$ cat config.mk
export PLATFORM = sky130hd
export DESIGN_NAME = cpu_reg_responder
export DESIGN_NICKNAME = d
export VERILOG_FILES = /design/src/rtl/cpu_bus_pkg.sv /design/src/rtl/sync2.sv /design/src/rtl/cpu_reg_responder.sv
export SDC_FILE = /design/constraint.sdc
export NUM_CORES = 1
export LEC_CHECK = 0
export BUFFER_PORTS_ARGS = -buffer_cell sky130_fd_sc_hd__buf_4
export CORE_MARGIN = 1
export CORE_UTILIZATION = 57
export CTS_CLUSTER_SIZE = 16
export DETAILED_ROUTE_END_ITERATION = 12
export PLACE_DENSITY = 0.83
export SYNTH_ARGS = -nofsm -noshare
export SYNTH_HDL_FRONTEND = slang
export SYNTH_SLANG_ARGS = --single-unit
export TNS_END_PERCENT = 10
$ cat constraint.sdc
create_clock -name CLK -period 2.8 [get_ports CLK]
set_clock_uncertainty 0.05 [all_clocks]
set_input_delay 0.7 -clock CLK [delete_from_list [all_inputs] [get_ports CLK]]
set_output_delay 0.7 -clock CLK [all_outputs]
set_load 0.1 [all_outputs]
$ cat src/rtl/cpu_bus_pkg.sv
// Shared definitions for the CPU register-space responder: FSM encoding,
// 68030 transfer-size codes, default timing parameters and byte-lane decode.
package cpu_bus_pkg;

   typedef enum logic [2:0] {
      ST_IDLE   = 3'd0,
      ST_DECODE = 3'd1,
      ST_WAIT   = 3'd2,
      ST_ACK    = 3'd3,
      ST_HOLD   = 3'd4
   } state_t;

   localparam logic [1:0] SIZ_LONG  = 2'b00;
   localparam logic [1:0] SIZ_BYTE  = 2'b01;
   localparam logic [1:0] SIZ_WORD  = 2'b10;
   localparam logic [1:0] SIZ_3BYTE = 2'b11;

   localparam int DEF_WAIT_CYCLES = 2;
   localparam int DEF_DS_TIMEOUT  = 15;

   // Lanes run from BE[3] (offset 0) downward; shifting by the offset clips
   // transfers that would spill past the last lane of the long word.
   function automatic logic [3:0] calc_be(input logic [1:0] siz, input logic [1:0] off);
      logic [3:0] mask;
      case (siz)
         SIZ_BYTE:  mask = 4'b1000;
         SIZ_WORD:  mask = 4'b1100;
         SIZ_3BYTE: mask = 4'b1110;
         default:   mask = 4'b1111;
      endcase
      return mask >> off;
   endfunction

endpackage

$ cat src/rtl/sync2.sv
// Two-flop synchronizer for a single asynchronous level into the CLK domain.
module sync2 (
   input  logic clk_i,
   input  logic rst_i,
   input  logic d_i,
   output logic q_o
);

   logic meta_q;
   logic sync_q;

   always_ff @(posedge clk_i) begin
      if (rst_i) begin
         meta_q <= 1'b0;
         sync_q <= 1'b0;
      end else begin
         meta_q <= d_i;
         sync_q <= meta_q;
      end
   end

   assign q_o = sync_q;

endmodule

$ cat src/rtl/cpu_reg_responder.sv
// 68030 bus-cycle responder for a 32-bit register space: decodes byte lanes,
// issues one read/write strobe per AS assertion and answers with DSACK1:0.
module cpu_reg_responder
   import cpu_bus_pkg::*;
#(
   parameter int WAIT_CYCLES = DEF_WAIT_CYCLES,
   parameter int DS_TIMEOUT  = DEF_DS_TIMEOUT
) (
   input  logic       CLK,
   input  logic       RESET,
   input  logic       AS,
   input  logic       DS,
   input  logic       RW,
   input  logic [6:0] ADDR,
   input  logic [1:0] SIZ,
   input  logic       CS,
   output logic [4:0] REG_ADDR,
   output logic [3:0] BE,
   output logic       RD_STB,
   output logic       WR_STB,
   output logic       DATA_OE,
   output logic       DSACK0,
   output logic       DSACK1
);

   localparam int CMAX = (WAIT_CYCLES > DS_TIMEOUT) ? WAIT_CYCLES : DS_TIMEOUT;
   localparam int CW   = (CMAX < 2) ? 1 : $clog2(CMAX);
   localparam logic [CW-1:0] TO_LAST   = CW'(DS_TIMEOUT - 1);
   localparam logic [CW-1:0] WAIT_LOAD = (WAIT_CYCLES > 0) ? CW'(WAIT_CYCLES - 1) : '0;

   logic          as_s;
   logic          ds_s;
   state_t        state_q;
   logic [CW-1:0] cnt_q;
   logic [1:0]    settle_q;
   logic          armed_q;
   logic          rw_q;
   logic [4:0]    reg_addr_q;
   logic [3:0]    be_q;
   logic          rd_stb_q;
   logic          wr_stb_q;
   logic          data_oe_q;
   logic          dsack_q;
   logic          go_idle_d;

   sync2 u_sync_as (.clk_i(CLK), .rst_i(RESET), .d_i(AS), .q_o(as_s));
   sync2 u_sync_ds (.clk_i(CLK), .rst_i(RESET), .d_i(DS), .q_o(ds_s));

   always_comb begin
      go_idle_d = 1'b0;
      case (state_q)
         ST_DECODE:       go_idle_d = !as_s || (!ds_s && (cnt_q == TO_LAST));
         ST_WAIT, ST_HOLD: go_idle_d = !as_s;
         default:         go_idle_d = 1'b0;
      endcase
   end

   // settle_q masks the synchronizer's post-reset zeros so that a CPU still
   // holding AS across a reset is not mistaken for a fresh cycle.
   always_ff @(posedge CLK) begin
      if (RESET) begin
         state_q    <= ST_IDLE;
         cnt_q      <= '0;
         settle_q   <= 2'b00;
         armed_q    <= 1'b0;
         rw_q       <= 1'b0;
         reg_addr_q <= '0;
         be_q       <= '0;
         rd_stb_q   <= 1'b0;
         wr_stb_q   <= 1'b0;
         data_oe_q  <= 1'b0;
         dsack_q    <= 1'b0;
      end else begin
         settle_q <= {settle_q[0], 1'b1};
         rd_stb_q <= 1'b0;
         wr_stb_q <= 1'b0;
         if (go_idle_d) begin
            state_q    <= ST_IDLE;
            reg_addr_q <= '0;
            be_q       <= '0;
            data_oe_q  <= 1'b0;
            dsack_q    <= 1'b0;
         end else begin
            case (state_q)
               ST_IDLE: begin
                  armed_q <= settle_q[1] & ~as_s;
                  if (as_s && CS && armed_q) begin
                     state_q    <= ST_DECODE;
                     reg_addr_q <= ADDR[6:2];
                     be_q       <= calc_be(SIZ, ADDR[1:0]);
                     rw_q       <= RW;
                     cnt_q      <= '0;
                  end
               end
               ST_DECODE: begin
                  if (ds_s) begin
                     rd_stb_q  <= rw_q;
                     data_oe_q <= rw_q;
                     if (WAIT_CYCLES == 0) begin
                        state_q  <= ST_ACK;
                        dsack_q  <= 1'b1;
                        wr_stb_q <= ~rw_q;
                     end else begin
                        state_q <= ST_WAIT;
                        cnt_q   <= WAIT_LOAD;
                     end
                  end else begin
                     cnt_q <= cnt_q + CW'(1);
                  end
               end
               ST_WAIT: begin
                  if (cnt_q == '0) begin
                     state_q  <= ST_ACK;
                     dsack_q  <= 1'b1;
                     wr_stb_q <= ~rw_q;
                  end else begin
                     cnt_q <= cnt_q - CW'(1);
                  end
               end
               ST_ACK:  state_q <= ST_HOLD;
               ST_HOLD: state_q <= ST_HOLD;
               default: state_q <= ST_IDLE;
            endcase
         end
      end
   end

   assign REG_ADDR = reg_addr_q;
   assign BE       = be_q;
   assign RD_STB   = rd_stb_q;
   assign WR_STB   = wr_stb_q;
   assign DATA_OE  = data_oe_q;
   assign DSACK0   = dsack_q;
   assign DSACK1   = dsack_q;

endmodule

Word level (Yosys, flattened, before mapping)
Cells that the tools add are included.
{"block": "classes", "reduce_logical": 21, "addsub": 2, "mux": 15, "shift": 1, "bitwise_logic": 8, "eq_ne": 12}
{"operator": "$mux W4", "count": 7}
{"operator": "$pmux W3 S4", "count": 1}
{"operator": "$pmux W4 S3", "count": 1}
{"operator": "$mux W3", "count": 3}
{"operator": "$pmux W3 S3", "count": 1}
{"operator": "$reduce_and A2 Y1", "count": 4}
{"operator": "$reduce_or A4 Y1", "count": 2}
{"operator": "$not A1 Y1", "count": 7}
{"operator": "$eq A3 B2 Y1 const B", "count": 2}
{"operator": "$ne A2 B2 Y1 const B", "count": 3}
{"operator": "$reduce_and A3 Y1", "count": 2}
{"operator": "$reduce_or A2 Y1", "count": 3}
{"operator": "$add A4 B1 Y4 const B", "count": 1}
{"operator": "$eq A2 B2 Y1 const B", "count": 2}
{"operator": "$eq A4 B4 Y1 const B", "count": 1}
{"operator": "$logic_not A4 Y1", "count": 1}
{"operator": "$reduce_and A4 Y1", "count": 1}
{"operator": "$shr A4 B2 Y4", "count": 1}
{"operator": "$sub A4 B1 Y4 const B", "count": 1}
{"operator": "$eq A3 B1 Y1 const B", "count": 1}
{"operator": "$eq A3 B3 Y1 const B", "count": 1}
{"operator": "$logic_and A1 B1 Y1", "count": 3}
{"operator": "$logic_not A3 Y1", "count": 1}
{"operator": "$reduce_bool A3 Y1", "count": 1}
{"operator": "7 further kinds", "count": 8}
{"block": "word_totals", "elab_cells": 75, "reg_bits": 28, "out_inout_bits": 14, "in_bits": 15}

Longest topological paths before layout
Gate-level depths: netlist of the first run.
{"block": "depth", "depth_word": 7, "depth_mapped": 7, "mapped_depth_nobuf": 6}

By module
A second synthesis of the first run with hierarchy kept.
{"block": "unflattened", "cells_unflattened": 146, "hier_area_um2": 1393.8}
{"mod": "cpu_reg_responder", "seq_area_each_um2": 480.5, "cells_per_inst": 138, "instances": 1, "area_each_um2": 1288.7}
{"mod": "sync2", "seq_area_each_um2": 40.0, "cells_per_inst": 4, "instances": 2, "area_each_um2": 52.6}

Worst setup path after synthesis of the first run
OpenSTA, ideal clock, no wires.
{"block": "synth_timing", "kind": "flip-flop to output port", "startpoint": "register dsack_q, in the netlist DSACK0", "endpoint": "output DSACK1", "arrival_ns": 1.374, "required_time_ns": 2.050, "n_path_buf": 1, "path_slack_ns": 0.676, "stages_incl_launch_ff": 2, "cell_sequence": "dfxtp_1 -> buf_4"}
{"item": "start: declaration", "line": "cpu_reg_responder.sv:43", "text": "logic dsack_q;"}
{"item": "start signal: assignment", "line": "cpu_reg_responder.sv:72", "text": "dsack_q <= 1'b0;"}
{"item": "start signal: assignment", "line": "cpu_reg_responder.sv:82", "text": "dsack_q <= 1'b0;"}
{"item": "start signal: assignment", "line": "cpu_reg_responder.sv:101", "text": "dsack_q <= 1'b1;"}
{"item": "end: declaration", "line": "cpu_reg_responder.sv:23", "text": "output logic DSACK1"}
No word-level cell between the ends.

Worst setup path after layout of the first run
{"block": "layout_timing", "startpoint": "register cnt_q[0]", "endpoint": "register reg_addr_q[4], in the netlist REG_ADDR[4]"}
{"block": "layout_between", "elab_chain_cells": 5}
{"item": "start: declaration", "line": "cpu_reg_responder.sv:34", "text": "logic [CW-1:0] cnt_q;"}
{"item": "start signal: assignment", "line": "cpu_reg_responder.sv:108", "text": "cnt_q <= cnt_q + CW'(1);"}
{"item": "start signal: assignment", "line": "cpu_reg_responder.sv:117", "text": "cnt_q <= cnt_q - CW'(1);"}
{"item": "$eq A4 B4 Y1", "line": "cpu_reg_responder.sv:52", "text": "ST_DECODE: go_idle_d = !as_s || (!ds_s && (cnt_q == TO_LAST));"}
{"item": "$logic_and A1 B1 Y1", "line": "cpu_reg_responder.sv:52"}
{"item": "$logic_or A1 B1 Y1", "line": "cpu_reg_responder.sv:52"}
{"item": "$pmux W1 S2", "line": "cpu_reg_responder.sv:51", "text": "case (state_q)"}
{"item": "$reduce_or A2 Y1 (no line)"}
{"item": "end signal: assignment", "line": "cpu_reg_responder.sv:89", "text": "reg_addr_q <= ADDR[6:2];"}
{"item": "end: declaration", "line": "cpu_reg_responder.sv:38", "text": "logic [4:0] reg_addr_q;"}
No other way between the ends.
A chain may end at the register's enable or synchronous reset.

==> results of run 1 <==
[stage by stage]
step | cell area, sq um | utilization | setup slack, ns
after floorplan | 1360 | - | 0.676
after global placement | 1560 | 0.697 | 0.808
after detailed placement | 1560 | 0.697 | 0.744
after CTS | 1580 | 0.708 | 0.824
after global routing | 1580 | 0.708 | 0.553
final | 1580 | 0.708 | 0.792
[power groups by stage]
stage	combinational [mW]	clock [mW]	sequential [mW]
CTS	0.0478	0.170	0.408
detailed placement	0.0477	0	0.417
global route	0.0522	0.180	0.409
finish	0.0475	0.167	0.408
global placement	0.0460	0	0.416
floorplan	0.0221	0	0.419
[final cells by class]
class / count / area share
timing repair buffer: 29 / 0.138
tap: 28 / 0.0222
sequential: 28 / 0.355
clock buffer: 3 / 0.0143
multi-input combinational: 100 / 0.452
inverter: 8 / 0.0190
[worst max-delay path, delay by kind of cell (launching register included)]
kind,cells,cell delay (ns)
adders and majority gates,1,0.18
DFF,1,0.39
and+or+nand+nor,2,0.30
buffers and inverters,1,0.13
AOI/OAI and AO/OA,2,0.81
[final timing paths]
path | startpoint | endpoint
setup reg to reg | cnt_q[0] | REG_ADDR[4]
hold / removal | rw_q | WR_STB
setup / recovery | cnt_q[0] | REG_ADDR[4]
hold reg to reg | rw_q | WR_STB
[metal layers]
| metal | track usage | up-vias | part of all wire |
|---|---|---|---|
| met1 | 0.305 | 546 | 0.45 |
| li1 | - | 580 | - |
| met3 | 0.0364 | 4 | 0.041 |
| met2 | 0.396 | 32 | 0.49 |
| met4 | 0.0972 | 0 | 0.014 |
| met5 | 0 | - | 0 |
[flip-flops by register name, indices dropped and copies added (netlist names)]
name              count
cnt_q                 4
RD_STB                1
REG_ADDR              5
u_sync_ds.q_o         1
WR_STB                1
u_sync_as.meta_q      1
state_q               3
DATA_OE               1
DSACK0                1
u_sync_as.q_o         1
rw_q                  1
settle_q              2
BE                    4
u_sync_ds.meta_q      1
armed_q               1
[cell usage after synthesis (2+ instances only)]
library cell / count / area, sq um
a211oi_1: 4 / 30.0
a21oi_1: 7 / 35.0
a31oi_1: 3 / 18.8
buf_2: 2 / 10.0
buf_4: 3 / 22.5
clkbuf_1: 2 / 7.51
dfxtp_1: 28 / 561
ha_1: 6 / 75.1
inv_1: 8 / 30.0
mux2i_1: 8 / 80.1
nand2_1: 5 / 18.8
nand2b_1: 2 / 12.5
nand3_1: 4 / 20.0
nand4b_1: 2 / 17.5
nor2_1: 9 / 33.8
nor2b_1: 6 / 37.5
nor3_1: 13 / 65.1
nor3b_1: 3 / 22.5
nor4_1: 2 / 12.5
o211ai_1: 2 / 15.0
[cells by family (layout without fill, tap and decap cells)]
family / count (synthesis) / after routing / share of synthesized area
simple gates: 54 / 54 / 0.229
compound gates: 32 / 32 / 0.184
flops: 28 / 28 / 0.413
buf+inv: 16 / 40 / 0.0600
mux: 8 / 8 / 0.0590
fa+ha+maj: 6 / 6 / 0.0553
==> impl_metrics.csv, run 1 <==
group,metric,value,unit
power_and_ir_drop,p_seq_frac,0.656,
cts,cts.path.max_buffers,2,
detailed_routing,ant_nets,0,
power_and_ir_drop,p_sw,0.144,mW
global_routing,antenna_found_initial,0,
power_and_ir_drop,p_per_area,394,nW/um^2
sta,finalSetupViolCount,0,
yosys,synth_seq_cells,28,
cts,clk_latency,0.33,ns
sta,worstMarginPinSlew,0.724,ns
placed_design,port_buffers,28,
detailed_routing,drt_iter0_drc,23,
cells_and_area,layout_common_cells,"buf_4 (29), dfxtp_1 (28), nor3_1 (13), nor2_1 (9)",
sta,whs,0.395,ns
detailed_routing,wl_per_cell,13.9,um
cts,cts_made_buffers,3,
detailed_routing,drc_errors,0,
worst_hold_path,min_path_cells,1,
cells_and_area,area.growth.synth_to_final,16.5,%
yosys,synthFlopType,"dfxtp_1",
critical_path,crit_chain,"inv_1 -> ha_1 -> nand4b_1 -> a21bo_2 -> a21oi_2 -> nor3_1",
sta,hold_viol,0,
power_and_ir_drop,clock_power_share,0.268,
cts,clock_sinks,28,
critical_path,reg2reg_slack,0.79,ns
cells_and_area,regArea,561,sq um
sta,tns,0,ns
floorplanning,io_pins,29,
sta,final-max-slew-violation-count,0,
global_routing,grt-ovfl-total,0,
critical_path,arrival,2.15,ns
global_routing,grt_max_degree,17,
critical_path,critPathLaunchType,"flip-flop",
cts,postCtsSetupRepairBufs,0,
floorplanning,row_count,17,
power_and_ir_drop,intPower,0.478,mW
detailed_routing,vias_per_cell,5.93,
detailed_routing,finalWirelength,2730,um
status,outcome,"finished, final reports clean",
floorplanning,core-area,2230,sq um
placed_design,gp_congestion,0.879,
cts,cts_hold_buf,0,
yosys,netlist_area,1360,sq um
yosys,ys_seq_area_frac,0.413,
flow_run,drv_cap,0,
yosys,synth_fp_nets,165,
power_and_ir_drop,p_leak,0.626,nW
cts,clockRootBuffer,"clkbuf_4",
cells_and_area,multi_input_area,714,sq um
global_routing,track_usage,0.238,
yosys,yosys.cell_types.count,45,
cells_and_area,antennaDiodeCount,0,
yosys,synth_edf_count,0,
cells_and_area,layout.cells.non_filler,196,
critical_path,critPathMaxStageDelay,0.56,ns
yosys,async_flop_share,0,
floorplanning,die_h,50.8,um
detailed_routing,drt_pass1_iterations,6,
cts,tritoncts,"built",
yosys,yosys_warnings,0,
floorplanning,dieArea,2580,sq um
sta,fmax,498,MHz
placed_design,place_hpwl,1990,um
yosys,postSynthCellCount,144,
cells_and_area,layout.nets,191,
cts,ctsHtreeMaxLevel,1,
critical_path,worstRegToRegCells,6,
floorplanning,initial_utilization,0.607,
power_and_ir_drop,p_total,0.622,mW
cells_and_area,drive_gt1_frac,0.244,
sta,rsz0062_at_grt,"false",
power_and_ir_drop,vdd_drop_max,390,uV
critical_path,worst-setup-path-type,"reg -> reg",
sta,fin_crit,2.01,ns
cells_and_area,layout_commonest_cell,"buf_4",
critical_path,crit_slowest_cell,"a21oi_2",
sta,timing.slew.headroom,0.517,
worst_hold_path,hold_class,"reg -> reg",
critical_path,required,2.94,ns
placed_design,dp.cells,193,
sta,fin_crit_sh,0.717,
critical_path,critPathMaxFanout,16,
cells_and_area,fillerInstances,181,
cts,cts_resized,0,
global_routing,first_global_vias,1020,
critical_path,end_kind,"flip-flop",
global_routing,grt_pass1_wl,4560,um
yosys,avgSynthCellArea,9.42,sq um
floorplanning,die_x,50.8,um
cts,clk_pin_slew,0.15,ns
power_and_ir_drop,pwr-share-comb,0.076,
power_and_ir_drop,p_sw_frac,0.232,
detailed_routing,vias,1162,
No activity file was read; power rests on OpenSTA's default activity.
==> run 2, diff against run 1 <==
--- a/config.mk
+++ b/config.mk
@@ -7,10 +7,10 @@
 export LEC_CHECK = 0
 export BUFFER_PORTS_ARGS = -buffer_cell sky130_fd_sc_hd__buf_4
 export CORE_MARGIN = 1
-export CORE_UTILIZATION = 57
+export CORE_UTILIZATION = 53
 export CTS_CLUSTER_SIZE = 16
 export DETAILED_ROUTE_END_ITERATION = 12
-export PLACE_DENSITY = 0.83
+export PLACE_DENSITY = 0.78
 export SYNTH_ARGS = -nofsm -noshare
 export SYNTH_HDL_FRONTEND = slang
 export SYNTH_SLANG_ARGS = --single-unit
==> constraint.sdc (replaced) <==
create_clock -name CLK -period 1.9 [get_ports CLK]
set_clock_uncertainty 0.05 [all_clocks]
set_input_delay 0.475 -clock CLK [delete_from_list [all_inputs] [get_ports CLK]]
set_output_delay 0.475 -clock CLK [all_outputs]
set_load 0.1 [all_outputs]
==> run 2 against run 1 <==
- sequential power rose by 48%
- via count up 3.9%
- sequential share of layout area down 1.4 points
- combinational power increased by 51%
- non-clock buffer count is 4 higher
- final cell count is 2.6% higher
- worst setup slack worse by 0.67 ns
- first-iteration DRC count rose by 91%
- clock power up 130%
==> impl_metrics.csv, run 2 (synthesized netlist as in run 1, its figures left out) <==
group,metric,value,unit
status,outcome,"finished, final reports clean",
floorplanning,row_count,17,
global_routing,grt_pass1_wl,4680,um
cells_and_area,largest_reg_flops,5,
placed_design,place_hpwl,2020,um
global_routing,first_global_vias,1106,
worst_hold_path,hold_class,"in -> reg",
power_and_ir_drop,vdd_drop_max,560,uV
power_and_ir_drop,intPower,0.844,mW
sta,timing.slew.headroom,0.661,
cts,cts.path.max_buffers,2,
placed_design,gp_congestion,0.917,
cells_and_area,utilization,0.710,
cts,clock_sinks,28,
critical_path,critPathLaunchType,"flip-flop",
sta,setup_slack,0.120,ns
power_and_ir_drop,clock_power_share,0.367,
power_and_ir_drop,p_total,1.06,mW
flow_run,drv_cap,0,
power_and_ir_drop,p_seq_frac,0.566,
critical_path,reg2reg_from,"state_q[0]",
sta,final-max-slew-violation-count,0,
critical_path,r2r-end,"cnt_q[3]",
detailed_routing,ant_nets,0,
cells_and_area,area.growth.synth_to_final,21.4,%
cts,postCtsSetupRepairBufs,0,
cells_and_area,antennaDiodeCount,0,
power_and_ir_drop,p_sw_frac,0.206,
cts,clk_pin_slew,0.15,ns
detailed_routing,drt_pass1_iterations,4,
sta,worstMarginPinSlew,0.508,ns
placed_design,dp.cells,197,
critical_path,critPathMaxStageDelay,0.62,ns
cts,clockRootBuffer,"clkbuf_4",
cells_and_area,drive_gt1_frac,0.272,
detailed_routing,wl_per_cell,14.2,um
cts,ctsHtreeMaxLevel,1,
floorplanning,dieArea,2770,sq um
cells_and_area,layout.nets,195,
sta,fin_crit_sh,0.937,
critical_path,worst-setup-path-type,"reg -> reg",
floorplanning,die_x,52.6,um
cells_and_area,layout_common_cells,"buf_4 (33), dfxtp_1 (28), nor3_1 (13), nor2_1 (9)",
global_routing,antenna_found_initial,0,
detailed_routing,vias_per_cell,6.00,
detailed_routing,drt_iter0_drc,44,
critical_path,reg2reg_slack,0.12,ns
worst_hold_path,worstHoldStart,"DS",
cts,cts_made_buffers,3,
critical_path,required,2.11,ns
floorplanning,die_h,52.6,um
worst_hold_path,hold_end,"u_sync_ds.meta_q",
sta,hold_viol,0,
cells_and_area,design_area,1650,sq um
global_routing,grt_max_degree,17,
power_and_ir_drop,p_leak,0.663,nW
cells_and_area,layout.cells.non_filler,201,
cts,clk_latency,0.32,ns
cells_and_area,multi_input_area,721,sq um
sta,finalSetupViolCount,0,
detailed_routing,drc_errors,0,
power_and_ir_drop,p_per_area,646,nW/um^2
cts,tritoncts,"built",
cells_and_area,regArea,561,sq um
cells_and_area,fillerInstances,182,
placed_design,port_buffers,28,
floorplanning,initial_utilization,0.585,
floorplanning,core-area,2320,sq um
floorplanning,io_pins,29,
critical_path,critPathMaxFanout,13,
sta,fin_crit,1.78,ns
power_and_ir_drop,p_sw,0.219,mW
critical_path,arrival,1.99,ns
placed_design,dpl_worst_slack,0.202,ns
sta,rsz0062_at_grt,"false",
critical_path,end_kind,"flip-flop",
critical_path,crit_chain,"or4b_4 -> o221ai_2 -> nand3_1 -> a211oi_2",
global_routing,grt-ovfl-total,0,
global_routing,track_usage,0.229,
sta,whs,0.306,ns
detailed_routing,finalWirelength,2860,um
sta,tns,0,ns
cts,cts_hold_buf,0,
placed_design,placed_area,1590,sq um
power_and_ir_drop,pwr-share-comb,0.067,
critical_path,crit_slowest_cell,"dfxtp_1",
worst_hold_path,min_path_cells,2,
detailed_routing,vias,1207,
critical_path,worstRegToRegCells,4,
cells_and_area,layout_commonest_cell,"buf_4",
sta,fmax,562,MHz
[run 2: power by group through the flow]
stage	registers, mW	logic [mW]	clock network (mW)
floorplan	0.618	0.0326	0
global placement	0.614	0.0683	0
detailed placement	0.614	0.0710	0
CTS	0.602	0.0714	0.400
global route	0.603	0.0786	0.423
finish	0.602	0.0715	0.390
[run 2: area by class of cell]
cell class	instances	area share
Clock buffer	3	0.0137
Clock inverter	1	0.0182
Inverter	8	0.0182
Multi-Input combinational cell	100	0.438
Sequential cell	28	0.340
Tap cell	28	0.0213
Timing Repair Buffer	33	0.150
[run 2: worst max path at each step]
| stage | slack, ns | endpoint | depth (start not counted) | startpoint |
|---|---|---|---|---|
| after floorplan | 0.001 | DSACK1 | 1 | DSACK0 |
| after global placement | 0.23 | cnt_q[2] | 4 | state_q[0] |
| after detailed placement | 0.20 | cnt_q[3] | 4 | state_q[0] |
| after CTS | 0.13 | cnt_q[3] | 4 | state_q[0] |
| after global routing | 0.02 | cnt_q[3] | 4 | state_q[0] |
| final | 0.12 | cnt_q[3] | 4 | state_q[0] |
[run 2: critical path, delay by kind of cell, from the launching register on]
family          cells  cell delay [ns]
compound gates      2             0.37
flops               1             0.62
simple gates        2             0.67
[run 2: layer usage]
layer	vias up	track usage	part of all wire	routed length, um
li1	592	-	-	-
met1	568	0.291	0.46	1320
met2	45	0.397	0.48	1380
met3	2	0.0348	0.051	147
met4	0	0.0658	0.0049	14
met5	-	0	0	0
[run 2: what timing repair did]
| action | in CTS | in global routing |
|---|---|---|
| gates resized for setup | 0 | 1 |
| endpoints found under the hold margin | 0 | 0 |
| setup endpoints to repair | 0 | 1 |
